**src/rtl/serial_adder.sv**
```systemverilog
// Bit-serial adder: {cout,sum} = a + b + cin, one bit per clock LSB first; optional ovf via SERIAL_ADD_OVF_EN.
// Latency: WIDTH+1 cycles from accepted start to the done pulse; results held until the next completion.
// Backpressure: none; start is only sampled in IDLE and ignored while busy (no queuing).
module serial_adder #(
  parameter int WIDTH = 8
) (
  input  logic             clk,
  input  logic             rst,
  input  logic             start,
  input  logic [WIDTH-1:0] a,
  input  logic [WIDTH-1:0] b,
  input  logic             cin,
  output logic             busy,
  output logic             done,
  output logic [WIDTH-1:0] sum,
  output logic             cout
`ifdef SERIAL_ADD_OVF_EN
  ,
  output logic             ovf
`endif
);

  localparam int CW = $clog2(WIDTH);

  typedef enum logic [1:0] {
    IDLE  = 2'd0,
    SHIFT = 2'd1,
    DONE  = 2'd2
  } state_t;

  state_t           state;
  state_t           state_nxt;
  logic [WIDTH-1:0] a_sh;
  logic [WIDTH-1:0] b_sh;
  logic [WIDTH-1:0] res;
  logic [CW-1:0]    cnt;
  logic             c;
  logic             s;
  logic             c_nxt;
  logic             last;

  // Single full-adder cell working on the low bits of the shift registers.
  assign s     = a_sh[0] ^ b_sh[0] ^ c;
  assign c_nxt = (a_sh[0] & b_sh[0]) | (a_sh[0] & c) | (b_sh[0] & c);
  assign last  = (cnt == CW'(WIDTH - 1));

  always_ff @(posedge clk) begin
    if (rst) begin
      state <= IDLE;
    end else begin
      state <= state_nxt;
    end
  end

  always_comb begin
    state_nxt = state;
    busy      = 1'b0;
    done      = 1'b0;
    case (state)
      IDLE: begin
        if (start) begin
          state_nxt = SHIFT;
        end
      end
      SHIFT: begin
        busy = 1'b1;
        if (last) begin
          state_nxt = DONE;
        end
      end
      DONE: begin
        busy      = 1'b1;
        done      = 1'b1;
        state_nxt = IDLE;
      end
      default: begin
        state_nxt = IDLE;
      end
    endcase
  end

  always_ff @(posedge clk) begin
    if (rst) begin
      a_sh <= '0;
      b_sh <= '0;
      res  <= '0;
      cnt  <= '0;
      c    <= 1'b0;
      sum  <= '0;
      cout <= 1'b0;
`ifdef SERIAL_ADD_OVF_EN
      ovf  <= 1'b0;
`endif
    end else begin
      case (state)
        IDLE: begin
          if (start) begin
            a_sh <= a;
            b_sh <= b;
            c    <= cin;
            cnt  <= '0;
          end
        end
        SHIFT: begin
          a_sh <= a_sh >> 1;
          b_sh <= b_sh >> 1;
          c    <= c_nxt;
          res  <= {s, res[WIDTH-1:1]};
          cnt  <= cnt + 1'b1;
          // Outputs only change here, so partial sums never leak out.
          if (last) begin
            sum  <= {s, res[WIDTH-1:1]};
            cout <= c_nxt;
`ifdef SERIAL_ADD_OVF_EN
            ovf  <= c ^ c_nxt;
`endif
          end
        end
        default: begin
        end
      endcase
    end
  end

endmodule

```
**config.mk**
```make
export PLATFORM = sky130hd
export DESIGN_NAME = serial_adder
export DESIGN_NICKNAME = d
export VERILOG_FILES = /design/src/rtl/serial_adder.sv
export SDC_FILE = /design/constraint.sdc
export NUM_CORES = 1
export LEC_CHECK = 0
export CORE_MARGIN = 2
export CORE_UTILIZATION = 55
export DETAILED_ROUTE_END_ITERATION = 8
export PLACE_DENSITY = 0.83
export SLEW_MARGIN = 40
export SYNTH_ARGS = -nofsm -noshare
export SYNTH_HDL_FRONTEND = slang
export SYNTH_SLANG_ARGS = --single-unit
```
**constraint.sdc**
```tcl
create_clock -name clk -period 2.75 [get_ports clk]
set_clock_uncertainty 0.05 [all_clocks]
set_input_delay 0.275 -clock clk [delete_from_list [all_inputs] [get_ports clk]]
set_output_delay 0.275 -clock clk [all_outputs]
set_load 0.01 [all_outputs]
```
== Word-level counts from Yosys, hierarchy flattened ==
Cells that the tools add are included.

* Bits in registers: 39
* Bits of input ports: 20
* Output and inout bits: 11

* Add/sub/neg operators: 1
* Equal/unequal tests: 5
* Mux-type cells: 13
* Bitwise logic cells: 7
* Reduce and logical (&&, ||, !) cells: 6

{| class="wikitable"
|+ Operator list
! operator !! number
|-
| 8-bit one-hot mux with 2 select lines || 2
|-
| 8-bit 2-to-1 mux || 2
|-
| 3-bit one-hot mux with 2 select lines || 1
|-
| 2-bit AND reduction || 3
|-
| 2-bit 2-to-1 mux || 2
|-
| 2-bit inequality test, second input constant || 2
|-
| 2-bit one-hot mux with 2 select lines || 1
|-
| 3-bit by 1-bit adder with 3-bit output, second input constant || 1
|-
| 1-bit bitwise AND || 3
|-
| 3-bit == test, second input constant || 1
|-
| 1-bit 2-to-1 mux || 3
|-
| 3-bit 2-to-1 mux || 1
|-
| 2-bit by 1-bit == test with 1-bit output, second input constant || 1
|-
| 2-bit == test, second input constant || 1
|-
| 2-bit zero test || 1
|-
| 1-bit bitwise OR || 2
|-
| 1-bit one-hot mux with 2 select lines || 1
|-
| 2-bit nonzero test || 1
|-
| 2-bit OR reduction || 1
|-
| 1-bit bitwise XOR || 2
|}

== Longest topological paths before layout ==
Gate-level depths: netlist of the first run.

* Depth after elaboration: 4
* Mapped depth: 7
* Gate-level depth less buffers: 5

== Worst setup path after synthesis of the first run ==
OpenSTA, ideal clock, no wires.

* Path kind: register to register
* From: reg state[1]
* To: reg a_sh[0]
* Setup time: 0.144 ns
* Arrival time: 1.270 ns
* Data required time: 2.556 ns
* Path slack: 1.285 ns
* Stages on the path, launching flop included: 8
* Clock period less this slack: 1.465 ns
* Cell sequence: dfxtp_1 > inv_1 > ha_1 > buf_2 > mux2_4 > buf_12 > nor2_2 > a211oi_2

* Longest elaborated chain between the ends: 3

{| class="wikitable"
|+ Ends and longest elaborated chain
! element !! line !! source
|-
| start: declaration || 31 || <nowiki>state_t state;</nowiki>
|-
| start signal: assignment || 51 || <nowiki>state <= state_nxt;</nowiki>
|-
| 2-bit by 1-bit == test with 1-bit output / 2-bit zero test (equally long branches) || 95 || <nowiki>case (state)</nowiki>
|-
| 2-bit nonzero test (no line) / 2-bit inequality test (equally long branches) || - ||
|-
| 2-bit AND reduction (no line) || - ||
|-
| end signal: assignment || 105 || <nowiki>a_sh <= a_sh >> 1;</nowiki>
|-
| end: declaration || 33 || <nowiki>logic [WIDTH-1:0] a_sh;</nowiki>
|}

Several ways; a longest one is shown, not always the timed one.
A chain may end at the register's enable or synchronous reset.

== Final worst setup path of the first run ==
* From: reg state[1]
* To: out busy

* Longest elaborated chain between the ends: 3

{| class="wikitable"
|+ Ends and longest elaborated chain
! element !! line !! source
|-
| 2-bit by 1-bit == test with 1-bit output / 2-bit == test (equally long branches) || 59 || <nowiki>case (state)</nowiki>
|-
| 2-bit OR reduction (no line) (*) || - ||
|-
| 1-bit 2-to-1 mux (*) || 59 ||
|-
| end: declaration || 13 || <nowiki>output logic busy,</nowiki>
|}

Every way passes the cells marked *; elsewhere a longest branch is shown, timed or not.

==> flow_metrics.tcl, run 1 <==
set metrics [dict create \
    status "completed" \
    final-hold-violation-count 0 \
    fmax_ghz 0.517 \
    p_per_area_mw_per_mm2 534 \
    cp_max_fo 3 \
    worstSetupPathType "reg2out" \
    synth-seq-cells 38 \
    max_slew.worst_pin.slew_ns 0.484 \
    timing.hold.worst_endpoint "a_sh[7]$_SDFFE_PP0P_" \
    insertion_delay_ns 0.34 \
    drv_cap 0 \
    worstHoldPathType "reg2reg" \
    cp-end-kind "output pin" \
    rsz0062_at_grt "no" \
    whs_ns 0.409 \
    slew_headroom 0.678 \
    via_per_inst 5.22 \
    cts_sinks 38 \
    final-setup-viol-count 0 \
    ff2ff_setup_slack_ns 1.03 \
    cts_max_path_buffers 2 \
    yosysSeqAreaShare 0.430 \
    synth_cell_type_count 25 \
    wl_met3_um 140 \
    p_total_mw 1.12 \
    async_flop_share 0 \
    required_ns 2.42 \
    hold_path_depth 2 \
    portBuffers 30 \
    nFillCells 249 \
    fin_crit_sh 0.704 \
    crit_arrival_ns 1.61 \
    wirelength_um 3220 \
    route.top_layer_used "met4" \
    cts_max_level 2 \
    rows 20 \
    remaining_drc_errors 0 \
    nets 225 \
    synth.area.mux_share 0.145 \
    final_util 0.690 \
    via_count 1273 \
    m1WireLength_um 1440 \
    cts.clk_slew.worst_paths_ns 0.11 \
    synth_area_mm2 0.00177 \
    drive_gt1_frac 0.205 \
    report.final.slew_viol_count 0 \
    ios 31 \
    cts_tree "yes" \
    ir_worst_vdd_v 0.000332 \
    yosys-top-cells-area "dfxtp_1, mux2i_1, a211oi_2" \
    gr-usage-all-layers 0.203 \
    grt_pass1_wl_um 5460 \
    die_h_um 60.7 \
    avgSynthCellArea_um2 10.3 \
    setup_tns_ns 0 \
    r2r_cells 5 \
    grt_overflow 0 \
    antenna_cells 0 \
    numCtsBuffers 5 \
    grt_max_degree 39 \
    die_w_um 60.7 \
    p_leak_nw 0.752 \
    hold_buffers 0 \
    drtPass1Iterations 4 \
    worstReg2RegStart "state[0]$_SDFFE_PP0P_" \
    postCtsSetupRepairBufs 0 \
    place.gp.congestion 0.749 \
    reg2reg_to "b_sh[0]$_SDFFE_PP0P_" \
    drtAntennaViolNets 0 \
    root_buffer "clkbuf_4" \
    core_area_mm2 0.00305 \
    yosys.area_share.simple 0.151 \
    start_util 0.579 \
    drt_iter0_markers 35 \
    synthToLayoutAreaGrowth_pct 19.2 \
    synth_cells 172 \
    first_global_vias 1235 \
    cts_resized 0 \
    yosysWarningCount 0 \
    startpoint_type "flop" \
    synth-edff-count 0 \
    synth_top_family_by_area "compound AO/OA/AOI/OAI gates" \
    synth_fa_ha_area_frac 0.0467 \
    worstHoldStart "a_sh[7]$_SDFFE_PP0P_" \
    syn_nets 198 \
    synth_compound_area_frac 0.163 \
    period_minus_slack_ns 1.94 \
    synth_top_flop_cell "dfxtp_1" \
    netlist.area_leader.share 0.430 \
    synth_top_area_cell "dfxtp_1" \
    dieArea_mm2 0.00368 \
    dr_wl_met2_um 1570 \
    synthXorXnorAreaFrac 0 \
    dp_hpwl_um 2220 \
    wire_per_inst_um 13.2 \
    antenna_found_initial 0 \
]
==> state kept, by name, indices dropped and copies added, names as in the netlist <==
name,flops
res,7
a_sh,8
cnt,3
state,2
cout,1
c,1
b_sh,8
sum,8
==> worst max path at each step <==
stage,slack [ns],cells after the start,start,endpoint
CTS,0.79,3,state[0]$_SDFFE_PP0P_,busy
floorplan,1.29,7,state[1]$_SDFFE_PP0P_,a_sh[0]$_SDFFE_PP0P_
detailed placement,0.93,4,start,b_sh[0]$_SDFFE_PP0P_
finish,0.81,3,state[1]$_SDFFE_PP0P_,busy
global placement,1.03,4,start,b_sh[0]$_SDFFE_PP0P_
global route,0.74,3,state[1]$_SDFFE_PP0P_,busy
==> layer usage <==
metal  vias up  global-route usage
met2        25               0.327
li1        657                   -
met4         0              0.0807
met3         8              0.0704
met1       583               0.251
met5         -                   0
==> synth_stat cells, drive strengths merged (2+ instances only) <==
cell type  number
a211oi         16
a21oi          15
a32oi           2
buf             9
clkbuf          4
dfxtp          38
ha              5
inv             3
mux2            2
mux2i          23
nand2          14
nand3           9
nand3b          3
nor2           24
==> critical path, stage by stage, from the launching register on <==
cell and delay, ns:
dfxtp_1 0.38, inv_1 0.08, ha_1 0.28, clkdlybuf4s50_1 0.53
==> power by group <==
group | internal (mW) | leakage (nW) | total (mW) | switching [mW]
combinational | 0.105 | 0.407 | 0.220 | 0.115
clock | 0.124 | 0.0353 | 0.297 | 0.173
sequential | 0.584 | 0.310 | 0.607 | 0.0234
total | 0.813 | 0.752 | 1.12 | 0.311
==> stage by stage <==
| step | std cells | setup WS (ns) | area, um^2 |
|---|---|---|---|
| after detailed placement | 236 | 0.930 | 2050 |
| after floorplan | 172 | 1.29 | 1770 |
| final | 244 | 0.815 | 2110 |
| after global routing | 244 | 0.742 | 2110 |
| after CTS | 244 | 0.791 | 2110 |
| after global placement | 236 | 1.03 | 2050 |
==> placed cells by master (no fill, tap or decap), types with 2 or more instances in the layout <==
cell type	Yosys	layout
a211oi_2	15	15
a21oi_1	15	15
a32oi_1	2	2
buf_4	2	3
clkbuf_4	0	5
clkdlybuf4s50_1	0	30
dfxtp_1	38	38
ha_1	5	4
inv_1	3	3
mux2i_1	23	23
nand2_1	14	14
nand3_1	9	9
nand3b_1	3	3
nor2_1	11	11
nor2_2	13	13
==> logic make-up after synthesis <==
family,after synthesis
muxes,25
buffers and inverters,16
DFF,38
AOI/OAI and AO/OA,33
adders and majority gates,6
and+or+nand+nor,54
==> layout make-up <==
type | count | area [um^2] | area share
Timing Repair Buffer | 33 | 323 | 0.153
Sequential cell | 38 | 761 | 0.361
Multi-Input combinational cell | 118 | 897 | 0.426
Clock inverter | 1 | 5.00 | 0.00238
Tap cell | 44 | 55.1 | 0.0261
Clock buffer | 7 | 55.1 | 0.0261
Inverter | 3 | 11.3 | 0.00534
No activity file was read; power rests on OpenSTA's default activity.
==> inputs of run 2 (changes only) <==
Settings changed: CORE_UTILIZATION 55 to 47, PLACE_DENSITY 0.83 to 0.75.
Clock period 2.75 ns to 1.75 ns, I/O delays scaled along.
==> run 2 against run 1 <==
Against the previous run: cell count up 2.0%; non-clock buffer count up 1; first-iteration DRC count up 40%; sequential share of layout area down 1.3 points; global-route usage down 3.8 points; combinational power up 68%; clock power up 100%; critical endpoint is now done; largest cell class unchanged; largest power group unchanged.
==> flow_metrics.tcl, run 2 (synthesized netlist as in run 1, its figures left out) <==
set metrics [dict create \
    wl_met3_um 142 \
    switching_power_mw 0.510 \
    postCtsSetupRepairBufs 0 \
    period_minus_slack_ns 1.60 \
    rsz0062_at_grt "no" \
    cp_max_fo 3 \
    cts_resized 2 \
    wirelength_um 3190 \
    final-hold-violation-count 0 \
    wire_per_inst_um 12.8 \
    gr-usage-all-layers 0.166 \
    place_area_mm2 0.00210 \
    pwr-share-seq 0.494 \
    hold_path_depth 2 \
    worstSetupPathType "reg2out" \
    hold_buffers 0 \
    nFillCells 338 \
    antenna_found_initial 0 \
    cts_tree "yes" \
    max_slew.worst_pin.slew_ns 0.362 \
    die_w_um 65.3 \
    dr_wl_met2_um 1500 \
    grt_max_degree 39 \
    numCtsBuffers 5 \
    reg_top3 "a_sh: 8 flops, b_sh: 8 flops, sum: 8 flops" \
    setup_tns_ns 0 \
    worstReg2RegStart "state[0]$_SDFFE_PP0P_" \
    route.top_layer_used "met4" \
    cts_max_level 2 \
    crit_arrival_ns 1.37 \
    place.gp.congestion 0.801 \
    insertion_delay_ns 0.29 \
    p_clk_frac 0.315 \
    cts_sinks 38 \
    die_h_um 65.3 \
    startpoint_type "flop" \
    r2r_cells 6 \
    multi_input_area_um2 897 \
    p_int_mw 1.42 \
    dp_hpwl_um 2230 \
    drive_gt1_frac 0.214 \
    report.final.slew_viol_count 0 \
    drt_iter0_markers 49 \
    root_buffer "clkbuf_8" \
    drv_cap 0 \
    m1WireLength_um 1510 \
    grt_overflow 0 \
    p_total_mw 1.93 \
    fin_crit_sh 0.912 \
    comb_power_share 0.191 \
    ff2ff_setup_slack_ns 0.17 \
    synthToLayoutAreaGrowth_pct 23.8 \
    swShare 0.265 \
    dieArea_mm2 0.00427 \
    required_ns 1.52 \
    portBuffers 30 \
    cts.clk_slew.worst_paths_ns 0.07 \
    worstHoldPathType "reg2reg" \
    via_per_inst 5.18 \
    fin_area_mm2 0.00219 \
    ff_latch_area_um2 762 \
    ir_worst_vdd_v 0.000525 \
    fmax_ghz 0.626 \
    grt_pass1_wl_um 5450 \
    antenna_cells 0 \
    layout_common_cells "dfxtp_1, clkdlybuf4s50_1, mux2i_1" \
    nets 226 \
    layout_commonest_cell "dfxtp_1" \
    drtAntennaViolNets 0 \
    reg2reg_to "b_sh[0]$_SDFFE_PP0P_" \
    ios 31 \
    status "completed" \
    start_util 0.487 \
    rows 22 \
    slew_headroom 0.752 \
    worstHoldStart "sum[4]$_SDFFE_PP0P_" \
    drtPass1Iterations 4 \
    cp-end-kind "output pin" \
    via_count 1289 \
    p_per_area_mw_per_mm2 882 \
    timing.hold.worst_endpoint "sum[4]$_SDFFE_PP0P_" \
    final-setup-viol-count 0 \
    first_global_vias 1278 \
    core_area_mm2 0.00363 \
    cts_max_path_buffers 2 \
    remaining_drc_errors 0 \
    p_leak_nw 0.786 \
]
[run 2: power by group through the flow]
stage          Clock (mW)  Combinational (mW)  Sequential [mW]
3_3_place_gp            0               0.362            0.970
5_1_grt             0.654               0.404            0.958
6_report            0.608               0.369            0.953
2_1_floorplan           0               0.293            0.965
3_5_place_dp            0               0.373            0.972
4_1_cts             0.622               0.374            0.953
[run 2: metal layers]
| metal | global-route usage | vias up |
|---|---|---|
| met5 | 0 | - |
| met4 | 0.0625 | 0 |
| met3 | 0.0599 | 4 |
| met2 | 0.276 | 20 |
| met1 | 0.195 | 606 |
| li1 | - | 659 |
[run 2: final cells by class]
type                            instances  share of cell area
Clock buffer                            7              0.0395
Clock inverter                          1             0.00229
Inverter                                3             0.00515
Multi-Input combinational cell        118               0.410
Sequential cell                        38               0.348
Tap cell                               48              0.0274
Timing Repair Buffer                   34               0.168
[run 2: how the worst max path moves through the flow]
stage | from | endpoint | slack (ns)
finish | state[0]$_SDFFE_PP0P_ | done | 0.15
global route | state[0]$_SDFFE_PP0P_ | b_sh[0]$_SDFFE_PP0P_ | 0.06
CTS | state[0]$_SDFFE_PP0P_ | done | 0.14
detailed placement | start | b_sh[1]$_SDFFE_PP0P_ | 0.18
global placement | state[0]$_SDFFE_PP0P_ | b_sh[1]$_SDFFE_PP0P_ | 0.23
floorplan | state[1]$_SDFFE_PP0P_ | a_sh[0]$_SDFFE_PP0P_ | 0.29
[run 2: critical path, stage by stage (launching register included)]
cell	delay [ns]
dfxtp_1	0.36
inv_1	0.07
ha_1	0.19
clkdlybuf4s50_1	0.47
[run 2: stage by stage]
step | cells | hold slack [ns] | setup WS, ns | utilization
5_1_grt | 249 | 0.427 | 0.0621 | 0.602
4_1_cts | 249 | 0.412 | 0.138 | 0.602
6_report | 249 | 0.413 | 0.153 | 0.602
2_1_floorplan | 172 | 0.289 | 0.285 | -
3_3_place_gp | 241 | 0.394 | 0.226 | 0.577
3_5_place_dp | 241 | 0.404 | 0.176 | 0.577
==> inputs of run 3 (changes only) <==
Settings changed: HOLD_SLACK_MARGIN set to 0.03, SKIP_LAST_GASP set to 1.
==> results of run 3 <==
Final layout, timing and power as in run 2 (identical DEF).
==> variant 1: new RTL, settings of run 2 <==
Set the parameter `WIDTH` to 16 (it was 8).
--- a/src/rtl/serial_adder.sv
+++ b/src/rtl/serial_adder.sv
@@ -2,7 +2,7 @@
 // Latency: WIDTH+1 cycles from accepted start to the done pulse; results held until the next completion.
 // Backpressure: none; start is only sampled in IDLE and ignored while busy (no queuing).
 module serial_adder #(
-  parameter int WIDTH = 8
+  parameter int WIDTH = 16
 ) (
   input  logic             clk,
   input  logic             rst,
Ports: changed (resized a, b and sum); port bits go from 31 to 55. The function was not compared with the original's and may differ.
==> variant 1 against run 2 <==
- synthesized area is 65% higher
- sequential cell count up 33
- final area up 72%
- synthesized cell count up 80%
- first-iteration DRC count up 82%
- via count grew 78%
- power up 80%
- die area increased by 61%
- routed wire length grew 76%
- setup slack lost 17 ps
- largest cell class is now flip-flops and latches
- largest power group unchanged
- highest routed layer unchanged
==> variant 1: results (changes against run 2) <==
[global_route]
grt_pass1_wl_um = 9450  ; +73%
grt_pass1_vias = 2195  ; +72%
grt_usage_pct = 16.7  ; +0.13 points
grt_start_max_net_pins = 43  ; +10%

[finish]
nets = 401  ; +77%
top_regs = a_sh (16), b_sh (16), sum (16)
n_fill_cell = 523  ; +55%
drive_gt1_share_pct = 8.22  ; -13 points

[logic_synthesis]
ys_top_cells_by_count = 71 x dfxtp_1, 47 x mux2i_1, 47 x nor2_1, 39 x nand2_1, 33 x a211oi_1
ys.warnings.count = 0  ; unchanged
syn_nets = 351  ; +77%
synth.area.top_cells = dfxtp_1 49%, mux2i_1 16%, a211oi_1 8.5%, nor2_1 6.0%, nand2_1 5.0%
synthCells = 310  ; +80%
ys_seq_area_share_pct = 48.7  ; +5.6 points
synth_edf_count = 0  ; unchanged
synth_cell_types = 29  ; +16%

[pwr]
p_leak_nw = 1.38  ; +75%
swShare_pct = 25.6  ; -0.84 points
power_clock_mw = 1.17  ; +92%
ir_drop_mv = 0.429  ; -18%
seqPwrFrac_pct = 50.8  ; +1.4 points

[drt]
vias = 2296  ; +78%
wl_per_cell_um = 12.8  ; -0.33%
drt-vias-per-instance = 5.22  ; +0.80%
dr.first_iter.drc_count = 89  ; +82%

[place]
dp_cells = 423  ; +76%
gp_congestion = 0.700  ; -13%
io_buffer_count = 54  ; +80%
dp_hpwl_um = 3640  ; +64%

[worst_setup_path]
slowest_delay_ps = 350  ; -120 ps
slowest_stage = dfxtp_1
r2r_cells = 5  ; -1
cp-startpoint = state[1]
r2r_setup_slack_ps = 140  ; -30 ps
crit_path_end = busy
cp.arrival_ps = 1390  ; +20 ps
reg2reg_to = a_sh[10]

[clocking]
root_buffer = clkbuf_8
cts_buffers = 9  ; +4
clkLatencyLatePin_ps = 340  ; +50 ps
clk_path_buf_depth = 2  ; unchanged
htree_num_levels = 3  ; +1

[worst_hold_path]
hold_end = sum[15]
hold_start = rst
hp-class = input port to register

[run_status]
status = completed

[timing]
maxSlewHeadroom_pct = 71.4  ; -3.8 points

==> variant 1: cell count changes in the layout (fill, tap and decap cells not counted), moves of 13 or more <==
cell,delta
nor2_1,+36
dfxtp_1,+33
nor2_2,-13
nand2_1,+25
a211oi_2,-15
mux2i_1,+24
a211oi_1,+32
clkdlybuf4s50_1,+22
==> variant 1: timing repair <==
action / CTS / global route
hold buffers: 0 / 0
endpoints found under the setup margin: 1 / 3
gates cloned: 0 / 1
resized for setup: 2 / 3
==> variant 1: through the flow <==
stage | utilization (%) | setup WS [ps] | hold WS, ps | power (mW) | cell area, um2
detailed placement | 59.6 | 110 | 397 | 2.33 | 3550
floorplan | - | 193 | 289 | 2.15 | 2920
global placement | 59.6 | 180 | 389 | 2.32 | 3550
global route | 63.1 | 24.8 | 241 | 3.64 | 3760
CTS | 62.5 | 22.5 | 203 | 3.49 | 3720
finish | 63.1 | 136 | 209 | 3.48 | 3760
==> variant 1: kinds of logic (layout without fill, tap and decap cells) <==
kind of cell	count (synthesis)	in the layout	synth area share, %
fa+ha+maj	5	5	2.40
simple gates	99	99	14.0
compound gates	59	59	13.1
flops	71	71	48.7
mux	48	48	16.5
buf+inv	28	83	5.35
==> variant 1: per-layer routing <==
| metal | track usage [%] | routed length [um] | vias up |
|---|---|---|---|
| met5 | 0 | 0 | - |
| met4 | 9.39 | 131 | 0 |
| met3 | 3.48 | 220 | 11 |
| met2 | 27.7 | 2610 | 46 |
| met1 | 20.0 | 2660 | 1060 |
| li1 | - | - | 1179 |
==> variant 1: cell type report <==
cell class,instances,share of cell area (%)
clock buffer,13,4.23
clock inverter,3,0.466
inverter,3,0.300
multi-input combinational,211,36.3
sequential,71,37.8
tap,75,2.50
timing repair buffer,64,18.4
==> variant 2: new RTL, settings of run 2 <==
Without the edit above. Add an input register stage for `start`, `a`, `b` and `cin`; this delays them by one clock. Comments in the files are not updated.
--- a/src/rtl/serial_adder.sv
+++ b/src/rtl/serial_adder.sv
@@ -27,6 +27,18 @@
     SHIFT = 2'd1,
     DONE  = 2'd2
   } state_t;
+
+  logic start_q;
+  logic [WIDTH-1:0] a_q;
+  logic [WIDTH-1:0] b_q;
+  logic cin_q;
+
+  always_ff @(posedge clk) begin
+    start_q <= start;
+    a_q     <= a;
+    b_q     <= b;
+    cin_q   <= cin;
+  end
 
   state_t           state;
   state_t           state_nxt;
@@ -58,7 +70,7 @@
     done      = 1'b0;
     case (state)
       IDLE: begin
-        if (start) begin
+        if (start_q) begin
           state_nxt = SHIFT;
         end
       end
@@ -94,10 +106,10 @@
     end else begin
       case (state)
         IDLE: begin
-          if (start) begin
-            a_sh <= a;
-            b_sh <= b;
-            c    <= cin;
+          if (start_q) begin
+            a_sh <= a_q;
+            b_sh <= b_q;
+            c    <= cin_q;
             cnt  <= '0;
           end
         end
Function: changed (Yosys sat finds a counterexample within 4 cycles, from zero or initial values and one cycle with rst high).
==> variant 2 against run 2 <==
- clock power up 19%
- synthesized area rose by 20%
- final area increased by 16%
- setup slack worse by 20 ps
- critical path depth is 2 higher
- power is 27% higher
- first-iteration DRC count rose by 10%
- routed wire length is 4.0% lower
- sequential cell count rose by 18
==> variant 2: results (changes against run 2) <==
[run_status]
status = completed

[logic_synthesis]
ys.warnings.count = 0  ; unchanged
synth-async-reset-ratio_pct = 0  ; unchanged
ys_seq_area_share_pct = 52.8  ; +9.8 points
synthCells = 191  ; +11%
synth_cell_types = 26  ; +4.0%
syn_nets = 217  ; +9.6%
ys_top_cells_by_count = 56 x dfxtp_1, 26 x nor2_1, 24 x mux2i_1, 15 x a211oi_2, 12 x a21oi_1
synth.area.top_cells = dfxtp_1 53%, mux2i_1 11%, a211oi_2 8.8%, nor2_1 4.6%, buf_6 3.2%

[timing]
hold_viol_final = 0  ; unchanged
tightest_slew_ps = 407  ; +45.4 ps

[finish]
n_fill_cell = 374  ; +11%
diodes = 0  ; unchanged
nets = 246  ; +8.8%
drive_gt1_share_pct = 15.4  ; -6.0 points

[drt]
wl_per_cell_um = 11.2  ; -12%
dr.first_iter.drc_count = 54  ; +10%
firstDrtPassIters = 4  ; unchanged
finalWirelength_um = 3060  ; -4.0%
drt-vias-per-instance = 4.92  ; -4.9%

[clocking]
root_buffer = clkbuf_8
htree_num_levels = 2  ; unchanged
clk_pin_slew_worst_paths_ps = 100  ; +30 ps
post_cts_resized = 2  ; unchanged
clkLatencyLatePin_ps = 300
clk_path_buf_depth = 2  ; unchanged
postCtsSetupBuffers = 0  ; unchanged
cts_buffers = 5  ; unchanged

[worst_setup_path]
path_max_fanout = 32  ; +29
crit_family = multiplexers
slowest_stage = mux2_4
slowest_delay_ps = 450  ; -20 ps

[global_route]
grt_pass1_vias = 1251  ; -2.1%
antenna_found_initial = 0  ; unchanged
grt_pass1_wl_um = 5490  ; +0.62%
grt_start_max_net_pins = 33  ; -15%
grt_usage_pct = 13.6  ; -3.0 points

[place]
placed_cell_area_um2 = 2440  ; +16%
dp_cells = 265  ; +10%
io_buffer_count = 30  ; unchanged
dp_hpwl_um = 2110  ; -5.2%
gp_congestion = 0.791  ; -1.2%
place_ws_ps = 127  ; -49.1 ps

[worst_hold_path]
hp-class = input port to register

[pwr]
ir_drop_mv = 0.611  ; +16%
p_int_mw = 1.84  ; +30%
p_leak_nw = 0.948  ; +20%

==> variant 2: cell types whose count changed after synthesis, moves of 2 or more <==
cell / before / now
nor2_1: 11 / 26
buf_12: 2 / 0
nand3b_1: 3 / 0
nand2_1: 14 / 11
buf_2: 4 / 1
a21oi_1: 15 / 12
dfxtp_1: 38 / 56
buf_6: 1 / 6
nor2_2: 13 / 0
==> variant 2: path summary, 6_finish.rpt <==
| kind | slack, ps | start | cells past startpoint | endpoint |
|---|---|---|---|---|
| max | 130 | state[1] | 5 | a_sh[7] |
| min | 250 | b[3] | 1 | b_q[3] |
| max reg2reg | 130 | state[1] | 5 | a_sh[7] |
| min reg2reg | 410 | sum[2] | 2 | sum[2] |
==> variant 2: cell families (layout without fill, tap and decap cells) <==
kind of cell	Yosys count	count (layout)	synth area share, %
adders and majority gates	6	6	3.89
AOI/OAI and AO/OA	33	33	13.9
xor gates and xnor gates	1	1	0.413
DFF	56	56	52.8
buffers and inverters	16	46	5.36
muxes	27	27	13.1
and+or+nand+nor	52	52	10.5
==> variant 2: power by group through the flow <==
stage	Sequential (mW)	Combinational, mW	Clock (mW)
after CTS	1.39	0.343	0.746
final	1.39	0.338	0.725
after detailed placement	1.42	0.343	0
after global routing	1.40	0.378	0.799
after floorplan	1.41	0.283	0
after global placement	1.42	0.337	0
==> variant 2: final cells by class <==
class                      count  area, um2  area share (%)
clock inverter                 2       13.8           0.543
multi-input combinational    119        890            35.1
timing repair buffer          35        349            13.8
sequential                    56       1120            44.3
tap                           52       65.1            2.57
clock buffer                   6       82.6            3.26
inverter                       3       11.3           0.444
==> variant 2: stage by stage <==
step / util (%) / hold WS (ps)
after floorplan: - / 153
after global placement: 56.0 / 394
after detailed placement: 56.0 / 398
after CTS: 58.2 / 246
after global routing: 58.2 / 243
final: 58.2 / 252
==> variant 2: per-layer routing <==
layer	global-route usage [%]	vias to the layer above	share of wire (%)
met5	0	-	0
met4	5.03	0	1.3
met3	4.42	5	4.5
met2	22.3	25	46
met1	16.5	597	48
li1	-	717	-
